$ cat src/rtl/eyearch_pkg.sv
// Shared types and defaults for the instruction-fetch slice.
package eyearch_pkg;

  localparam int              DEF_ADDR_W       = 16;
  localparam int              DEF_STACK_DEPTH  = 16;
  localparam logic [15:0]     DEF_RESET_VECTOR = 16'h0000;

  typedef enum logic [1:0] {
    S_BOOT   = 2'd0,
    S_RUN    = 2'd1,
    S_BUBBLE = 2'd2
  } state_t;

  typedef enum logic [1:0] {
    REDIR_NONE = 2'd0,
    REDIR_BR   = 2'd1,
    REDIR_CALL = 2'd2,
    REDIR_RET  = 2'd3
  } redir_t;

endpackage

$ cat src/rtl/fetch_unit_return_stack.sv
// Hardware return-address stack: registered array plus stack pointer,
// synchronous push/pop, combinational top-of-stack.
module return_stack #(
  parameter int DEPTH = 16,
  parameter int W     = 16
) (
  input  logic         clk,
  input  logic         reset_n,
  input  logic         push,
  input  logic         pop,
  input  logic [W-1:0] d_in,
  output logic [W-1:0] top,
  output logic         full,
  output logic         empty
);

  localparam int IDX_W = $clog2(DEPTH);
  localparam int SP_W  = IDX_W + 1;

  logic [W-1:0]     mem_q [DEPTH];
  logic [SP_W-1:0]  sp_q;
  logic [IDX_W-1:0] top_idx_s;

  assign full      = (sp_q == SP_W'(DEPTH));
  assign empty     = (sp_q == {SP_W{1'b0}});
  assign top_idx_s = sp_q[IDX_W-1:0] - IDX_W'(1);
  assign top       = mem_q[top_idx_s];

  // Stack pointer: saturates at 0 and DEPTH, cleared by reset.
  always_ff @(posedge clk) begin
    if (!reset_n) begin
      sp_q <= {SP_W{1'b0}};
    end else if (push && !full) begin
      sp_q <= sp_q + SP_W'(1);
    end else if (pop && !empty) begin
      sp_q <= sp_q - SP_W'(1);
    end else begin
      sp_q <= sp_q;
    end
  end

  // Entry storage: written on push, deliberately not cleared by reset.
  always_ff @(posedge clk) begin
    if (reset_n && push && !full) begin
      mem_q[sp_q[IDX_W-1:0]] <= d_in;
    end
  end

endmodule

$ cat src/rtl/fetch_unit.sv
// Instruction-fetch stage: owns the fetch PC, tags PROM output words with
// address and valid, applies redirects with one squashed bubble, and keeps
// the return-address stack plus its sticky overflow/underflow flags.
module fetch_unit
  import eyearch_pkg::*;
#(
  parameter int                ADDR_W       = DEF_ADDR_W,
  parameter int                STACK_DEPTH  = DEF_STACK_DEPTH,
  parameter logic [ADDR_W-1:0] RESET_VECTOR = ADDR_W'(DEF_RESET_VECTOR)
) (
  input  logic              clk,
  input  logic              reset_n,
  input  logic              stall,
  input  logic              branch_taken,
  input  logic [ADDR_W-1:0] branch_target,
  input  logic              call,
  input  logic              ret,
  output logic [ADDR_W-1:0] prom_addr,
  output logic [ADDR_W-1:0] pc_out,
  output logic [ADDR_W-1:0] ret_addr,
  output logic              inst_valid,
  output logic              stack_overflow,
  output logic              stack_underflow
);

  state_t            state_q;
  logic [ADDR_W-1:0] fpc_q;
  logic [ADDR_W-1:0] pc_out_q;
  logic              inst_valid_q;
  logic              ovf_q;
  logic              unf_q;

  redir_t            redir_s;
  logic [ADDR_W-1:0] target_s;
  logic              act_s;
  logic              push_s;
  logic              pop_s;
  logic [ADDR_W-1:0] stk_top_s;
  logic              stk_full_s;
  logic              stk_empty_s;

  assign prom_addr       = fpc_q;
  assign pc_out          = pc_out_q;
  assign ret_addr        = pc_out_q + ADDR_W'(1);
  assign inst_valid      = inst_valid_q;
  assign stack_overflow  = ovf_q;
  assign stack_underflow = unf_q;

  // Controls only qualify a real, unstalled instruction.
  assign act_s  = inst_valid_q && !stall;
  assign push_s = reset_n && (redir_s == REDIR_CALL) && !stk_full_s;
  assign pop_s  = reset_n && (redir_s == REDIR_RET) && !stk_empty_s;

  // Redirect priority encode (ret > call > branch) and target selection.
  always_comb begin
    redir_s  = REDIR_NONE;
    target_s = fpc_q;
    if (act_s) begin
      if (ret) begin
        redir_s  = REDIR_RET;
        target_s = stk_empty_s ? RESET_VECTOR : stk_top_s;
      end else if (call) begin
        redir_s  = REDIR_CALL;
        target_s = branch_target;
      end else if (branch_taken) begin
        redir_s  = REDIR_BR;
        target_s = branch_target;
      end else begin
        redir_s  = REDIR_NONE;
        target_s = fpc_q;
      end
    end else begin
      redir_s  = REDIR_NONE;
      target_s = fpc_q;
    end
  end

  return_stack #(
    .DEPTH (STACK_DEPTH),
    .W     (ADDR_W)
  ) u_return_stack (
    .clk     (clk),
    .reset_n (reset_n),
    .push    (push_s),
    .pop     (pop_s),
    .d_in    (ret_addr),
    .top     (stk_top_s),
    .full    (stk_full_s),
    .empty   (stk_empty_s)
  );

  // Fetch FSM: advances the PC, inserts one squashed bubble per redirect.
  always_ff @(posedge clk) begin
    if (!reset_n) begin
      state_q      <= S_BOOT;
      fpc_q        <= RESET_VECTOR;
      pc_out_q     <= RESET_VECTOR;
      inst_valid_q <= 1'b0;
    end else if (stall) begin
      state_q      <= state_q;
      fpc_q        <= fpc_q;
      pc_out_q     <= pc_out_q;
      inst_valid_q <= inst_valid_q;
    end else begin
      case (state_q)
        S_RUN: begin
          pc_out_q <= fpc_q;
          if (redir_s != REDIR_NONE) begin
            fpc_q        <= target_s;
            state_q      <= S_BUBBLE;
            inst_valid_q <= 1'b0;
          end else begin
            fpc_q        <= fpc_q + ADDR_W'(1);
            state_q      <= S_RUN;
            inst_valid_q <= 1'b1;
          end
        end
        S_BOOT, S_BUBBLE: begin
          pc_out_q     <= fpc_q;
          fpc_q        <= fpc_q + ADDR_W'(1);
          state_q      <= S_RUN;
          inst_valid_q <= 1'b1;
        end
        default: begin
          state_q      <= S_BOOT;
          fpc_q        <= RESET_VECTOR;
          pc_out_q     <= RESET_VECTOR;
          inst_valid_q <= 1'b0;
        end
      endcase
    end
  end

  // Sticky stack-error flags, cleared only by reset.
  always_ff @(posedge clk) begin
    if (!reset_n) begin
      ovf_q <= 1'b0;
      unf_q <= 1'b0;
    end else begin
      ovf_q <= ovf_q | ((redir_s == REDIR_CALL) && stk_full_s);
      unf_q <= unf_q | ((redir_s == REDIR_RET) && stk_empty_s);
    end
  end

endmodule
$ cat config.mk
export PLATFORM = sky130hd
export DESIGN_NAME = fetch_unit
export DESIGN_NICKNAME = d
export VERILOG_FILES = /design/src/rtl/eyearch_pkg.sv /design/src/rtl/fetch_unit_return_stack.sv /design/src/rtl/fetch_unit.sv
export SDC_FILE = /design/constraint.sdc
export NUM_CORES = 1
export LEC_CHECK = 0
export CORE_MARGIN = 2
export CORE_UTILIZATION = 55
export CTS_CLUSTER_DIAMETER = 100
export DETAILED_ROUTE_END_ITERATION = 8
export GPL_TIMING_DRIVEN = 1
export PLACE_DENSITY_LB_ADDON = 0.2
export SETUP_SLACK_MARGIN = 0.2
export SLEW_MARGIN = 15
export SYNTH_ARGS = -nofsm -noshare
export SYNTH_HDL_FRONTEND = slang
export SYNTH_SLANG_ARGS = --single-unit
$ cat constraint.sdc
create_clock -name clk -period 6.92 [get_ports clk]
set_input_delay 2.076 -clock clk [delete_from_list [all_inputs] [get_ports clk]]
set_output_delay 2.076 -clock clk [all_outputs]
set_load 0.005 [all_outputs]
## After elaboration in Yosys (flattened, before gate mapping)

Memories as Yosys holds them, arrays and structs flattened.
Index checks and enable logic that the tools add are counted.

| cells by class | value |
|---|---|
| $add $sub $neg | 5 |
| eq/ne operators | 7 |
| multiplexer cells | 20 |
| bitwise logic cells | 3 |
| reductions and logical operators | 21 |

Operator list:

| kind | number |
|---|---|
| 16-bit two-way mux | 7 |
| 16-bit by 1-bit adder with 16-bit output, second input constant | 2 |
| 16-bit one-hot mux with 2 select lines | 1 |
| 1-bit logical AND | 11 |
| 5-bit two-way mux | 2 |
| 2-bit two-way mux | 4 |
| 2-bit equality test, second input constant | 3 |
| 5-bit by 1-bit adder with 5-bit output, second input constant | 1 |
| 5-bit equality test, second input constant | 1 |
| 5-bit logical NOT | 1 |
| 5-bit inequality test, second input constant | 1 |
| 5-bit by 1-bit subtractor with 5-bit output, second input constant | 1 |
| 1-bit two-way mux | 4 |
| 2-bit one-hot mux with 2 select lines | 1 |
| 2-bit nonzero test | 2 |
| 4-bit by 1-bit subtractor with 4-bit output, second input constant | 1 |
| 1-bit logical NOT | 3 |
| 3-bit inequality test, second input constant | 1 |
| 3-bit AND reduction | 1 |
| 3-bit OR reduction | 1 |
| 2-bit by 1-bit equality test with 1-bit output, second input constant | 1 |
| 2-bit logical NOT | 1 |
| 1-bit OR | 2 |
| 1-bit one-hot mux with 2 select lines | 1 |
| 2 further kinds | 2 |

| storage, ports and cells | value |
|---|---|
| register bits | 42 |
| bits in writable memories | 256 |
| bits of input ports | 22 |
| output and inout port bits | 51 |
| logic and storage cells | 64 |
| memories | 1 |

Memory list:

| name | words | width | read ports | clocked after memory_dff | write ports | line | text |
|---|---|---|---|---|---|---|---|
| u_return_stack.mem_q | 16 | 16 | 1 | 0 | 1 | fetch_unit_return_stack.sv:20 | `logic [W-1:0] mem_q [DEPTH];` |

## Longest topological paths before layout

| logic depth | value |
|---|---|
| depth in word-level cells | 11 |
| depth in mapped cells | 13 |
| mapped depth without buffers | 11 |

## Hierarchy

From an unflattened synthesis, not the netlist that was laid out.

| unflattened totals | value |
|---|---|
| cells, all modules | 909 |
| area, all modules | 12777.3 um2 |

By module, submodules not included:

| module | instances | cells each | area an instance (um2) | sequential area each (um2) |
|---|---|---|---|---|
| return_stack | 1 | 614 | 10431.3 | 7787.5 |
| fetch_unit | 1 | 295 | 2346.0 | 720.7 |

## Worst setup path before layout

No wires, ideal clock.

| timing path | value |
|---|---|
| path kind | input -> register |
| start point | input reset_n |
| end point | register u_return_stack.sp_q[4] |
| library setup time | 116 ps |
| arrival | 4158 ps |
| required time | 6804 ps |
| path slack | 2647 ps |
| stages on the path | 10 |
| path buffers | 1 |
| cells stage by stage | buf_2 > nand3b_1 > nor4b_2 > inv_1 > ha_1 > nor2b_1 > o21a_1 > nor4b_1 > o21ai_0 > and3b_1 |

| between the ends | value |
|---|---|
| cells in the longest elaborated chain, start to end | 4 |
| elaborated cells on any way between the ends | 8 |
| classes of those cells | 1 x mux; 7 x reduce/logical |

RTL lines:

| element | line | text |
|---|---|---|
| start: declaration | fetch_unit.sv:12 | `input logic reset_n,` |
| 1-bit logical AND, on equally long branches (2 in a row) | fetch_unit.sv:51, fetch_unit.sv:52 |  |
| 1-bit logical AND, on equally long branches | fetch_unit_return_stack.sv:33, fetch_unit_return_stack.sv:35 |  |
| 5-bit two-way mux or 2-bit nonzero test (tied branches) | - |  |
| end signal: assignment | fetch_unit_return_stack.sv:32 | `sp_q <= {SP_W{1'b0}};` |
| end signal: assignment | fetch_unit_return_stack.sv:34 | `sp_q <= sp_q + SP_W'(1);` |
| end signal: assignment | fetch_unit_return_stack.sv:36 | `sp_q <= sp_q - SP_W'(1);` |
| end: declaration | fetch_unit_return_stack.sv:21 | `logic [SP_W-1:0] sp_q;` |

Parallel ways exist; a longest one is shown, timed or not.
A chain may end at the register's enable or synchronous reset.

## Final worst setup path

| timing path | value |
|---|---|
| start point | register pc_out_q[2], in the netlist pc_out[2] |
| end point | output ret_addr[8] |

| between the ends | value |
|---|---|
| cells in the longest elaborated chain, start to end | 1 |

RTL lines:

| element | line | text |
|---|---|---|
| start: declaration | fetch_unit.sv:28 | `logic [ADDR_W-1:0] pc_out_q;` |
| start signal: assignment | fetch_unit.sv:102 | `pc_out_q <= pc_out_q;` |
| start signal: assignment | fetch_unit.sv:107 | `pc_out_q <= fpc_q;` |
| start signal: assignment | fetch_unit.sv:119 | `pc_out_q <= fpc_q;` |
| 16-bit by 1-bit adder with 16-bit output | fetch_unit.sv:44 | `assign ret_addr = pc_out_q + ADDR_W'(1);` |
| end: declaration | fetch_unit.sv:20 | `output logic [ADDR_W-1:0] ret_addr,` |

Every way passes these cells.

==> out/metrics.csv <==
stage,metric,value,unit
status,status,"finished, final reports clean",
floorplanning,Die Width,156,um
detailed_routing,initial drt markers,654,
logic_synthesis,Post-Syn Area,0.0127,mm^2
clock_tree,Clock Latency Late Sink,0.55,ns
clock_tree,clk sinks,297,
detailed_routing,Vias,7485,
timing,setup total negative slack,0,ns
logic_synthesis,ys flop type,edfxtp_1,
timing,slew of the pin with the lowest slew margin,1.16,ns
logic_synthesis,Synth top area share,0.605,
clock_tree,clock buffer depth,3,
timing,Peak Freq,0.193,GHz
logic_synthesis,cell taking the most area after synthesis,edfxtp_1,
timing,max-slew violation count,0,
power_and_ir_drop,Tot Pwr,3.68,mW
setup_path,Setup Crit Path Kind,flip-flop to output port,
timing,"Hold Violations, Final",0,
floorplanning,die area,0.0243,mm^2
logic_synthesis,cell with the most instances after synthesis,edfxtp_1,
grt,Total GRT Usage,0.259,
detailed_routing,Avg Vias per Cell,6.50,
detailed_routing,Residual DRC,0,
logic_synthesis,post-synthesis sequential area ratio,0.669,
detailed_routing,Total Wirelength,31400,um
logic_synthesis,commonest cells in the netlist,"edfxtp_1 (256), mux4_2 (64), dfxtp_1 (41), nand2_1 (28), mux2i_1 (26)",
setup_path,critical-path maximum fanout,17,
clock_tree,PostCTS Resize Cnt,0,
power_and_ir_drop,Pwr Density,251,mW/mm^2
cells_and_area,post-route cell area,0.0147,mm^2
placement,DP Area,0.0137,mm^2
grt,largest net degree at the start of global routing,49,
power_and_ir_drop,maximum vdd drop,0.212,mV
run,Max-cap violations,0,
clock_tree,Num CTS Buffers,30,
logic_synthesis,synthesized instance count,764,
logic_synthesis,"Net Count, Synth",797,
detailed_routing,number of iterations in the first detailed-routing pass,5,
cells_and_area,Fillers,1509,
logic_synthesis,Yosys reg bits,297,
placement,IO Port Bufs,72,
placement,DP HPWL,20900,um
grt,initial antenna violation count,0,
setup_path,Critical Path RT,4.84,ns
timing,Worst Skew,0.0154,ns
logic_synthesis,Yosys cell types,69,
clock_tree,clock slew at reported path FFs,0.06,ns
detailed_routing,drt wl/cell,27.3,um
setup_path,critical path launch point type,flip-flop,
cells_and_area,area delta synth->final,15.7,%
timing,RSZ-0062 raised after global routing,false,
power_and_ir_drop,P_leak,4.93,nW
logic_synthesis,total number of yosys warnings,0,
cells_and_area,# nets final,877,
clock_tree,htree depth,1,
cells_and_area,Antenna diodes,0,
setup_path,Arrival @ worst endpoint,3.11,ns
placement,GPL Wtd Cong,0.873,
setup_path,Crit. End Element,output port,
logic_synthesis,Post-synth EDFFs,256,
timing,"Setup violations, final",0,
floorplanning,Top Ports,73,
timing,Rel. slew slack,0.224,
floorplanning,initial core utilization,0.561,
logic_synthesis,largest cells by area after synthesis,"edfxtp_1 (60%), mux4_2 (11%), dfxtp_1 (6.5%), mux2i_1 (2.0%), nor2b_1 (1.1%)",
worst_hold_path,Min-Delay Path Class,flip-flop to flip-flop,
clock_tree,postcts setup bufs,0,
grt,total gr overflow,0,
floorplanning,Die H,156,um
logic_synthesis,Syn Area/Cell,16.6,um^2
grt,vias in the first global route,7540,
detailed_routing,ANT nets after route,0,
clock_tree,Root Driver,clkbuf_16,
floorplanning,Core ar.,0.0226,mm^2
floorplanning,Rows,55,
timing,fin crit share,0.750,
clock_tree,hold_buf cts,0,
clock_tree,CTS tree,yes,
logic_synthesis,Synth async-reset ratio,0,
cells_and_area,layout cells sized above 1,0.165,
timing,Final Critical Period,5.19,ns
grt,first-pass GRT wire length,46200,um
registers in the layout, summed over array words and instances (netlist names):
| signal | count |
|---|---|
| u_return_stack.mem_q | 256 |
| pc_out | 16 |
| prom_addr | 16 |
| u_return_stack.sp_q | 5 |
| state_q | 2 |
| stack_overflow | 1 |
| stack_underflow | 1 |
path summary, 6_finish.rpt:
check                                             from              to  slack [ns]  depth (start not counted)
worst max-delay path                         pc_out[2]     ret_addr[8]        1.73                          5
worst min-delay path                    stack_overflow  stack_overflow        0.51                          1
worst max register to register  u_return_stack.sp_q[0]    prom_addr[5]        2.82                          8
worst min register to register          stack_overflow  stack_overflow        0.51                          1
metrics by stage:
stage / utilization / worst slack (ns) / hold WS [ns] / cells
4_1_cts: 0.649 / 1.74 / 0.513 / 1152
2_1_floorplan: - / 2.65 / 0.480 / 764
3_5_place_dp: 0.606 / 1.33 / 0.499 / 1097
3_3_place_gp: 0.606 / 1.52 / 0.485 / 1097
6_report: 0.649 / 1.73 / 0.509 / 1152
5_1_grt: 0.649 / 1.55 / 0.565 / 1152
final cells by class:
cell class                 count  area, um^2  area share
tap                          285         357      0.0243
clock inverter                21         194      0.0132
inverter                      10        37.5     0.00255
timing repair buffer          90         856      0.0582
clock buffer                  34         787      0.0535
multi-input combinational    415        3960       0.269
sequential                   297        8510       0.579
layout by cell type (no fill, tap or decap), types with 5 or more instances in the layout:
master,n
clkinv_1,8
nand3_1,13
and3_1,15
o221ai_1,5
a221o_1,5
nor4_1,5
a21oi_1,19
nor2_1,25
a22o_1,8
edfxtp_1,256
o21ai_0,17
clkdlybuf4s50_1,72
clkbuf_16,31
dfxtp_1,40
and2_1,17
a22oi_1,17
nand4_1,10
clkinvlp_4,5
mux2i_1,26
nand2_1,28
nor3_1,9
nor2b_1,23
inv_1,10
a211oi_1,10
buf_4,18
xnor2_1,11
nor3b_1,5
and4_1,10
mux4_2,64
ha_1,9
per-layer routing:
layer / part of all wire / wire length (um) / GRT usage
met5: 0 / 0 / 0
met2: 0.48 / 15100 / 0.422
met1: 0.40 / 12600 / 0.353
met4: 0.043 / 1340 / 0.102
met3: 0.076 / 2400 / 0.0453
worst max-delay path: stages, from the launching register on:
cell and delay (ns):
dfxtp_1 0.47, and4_1 0.27, and3_1 0.25, nand2_1 0.11, xnor2_2 0.79, clkdlybuf4s50_1 0.67
logic make-up after synthesis:
family                   share of synthesized area
AO/OA/AOI/OAI                               0.0676
XOR/XNOR                                    0.0137
adder cells (fa/ha/maj)                     0.0114
buffers and inverters                       0.0215
flip-flops                                   0.669
multiplexers                                 0.135
AND/OR/NAND/NOR                             0.0816
power by group:
| group | internal, mW | leakage (nW) | switching, mW |
|---|---|---|---|
| Combinational | 0.0672 | 1.69 | 0.0848 |
| Clock | 0.928 | 0.462 | 0.660 |
| Sequential | 1.93 | 2.78 | 0.0149 |
Note: power is estimated with default switching activity, not from simulation.
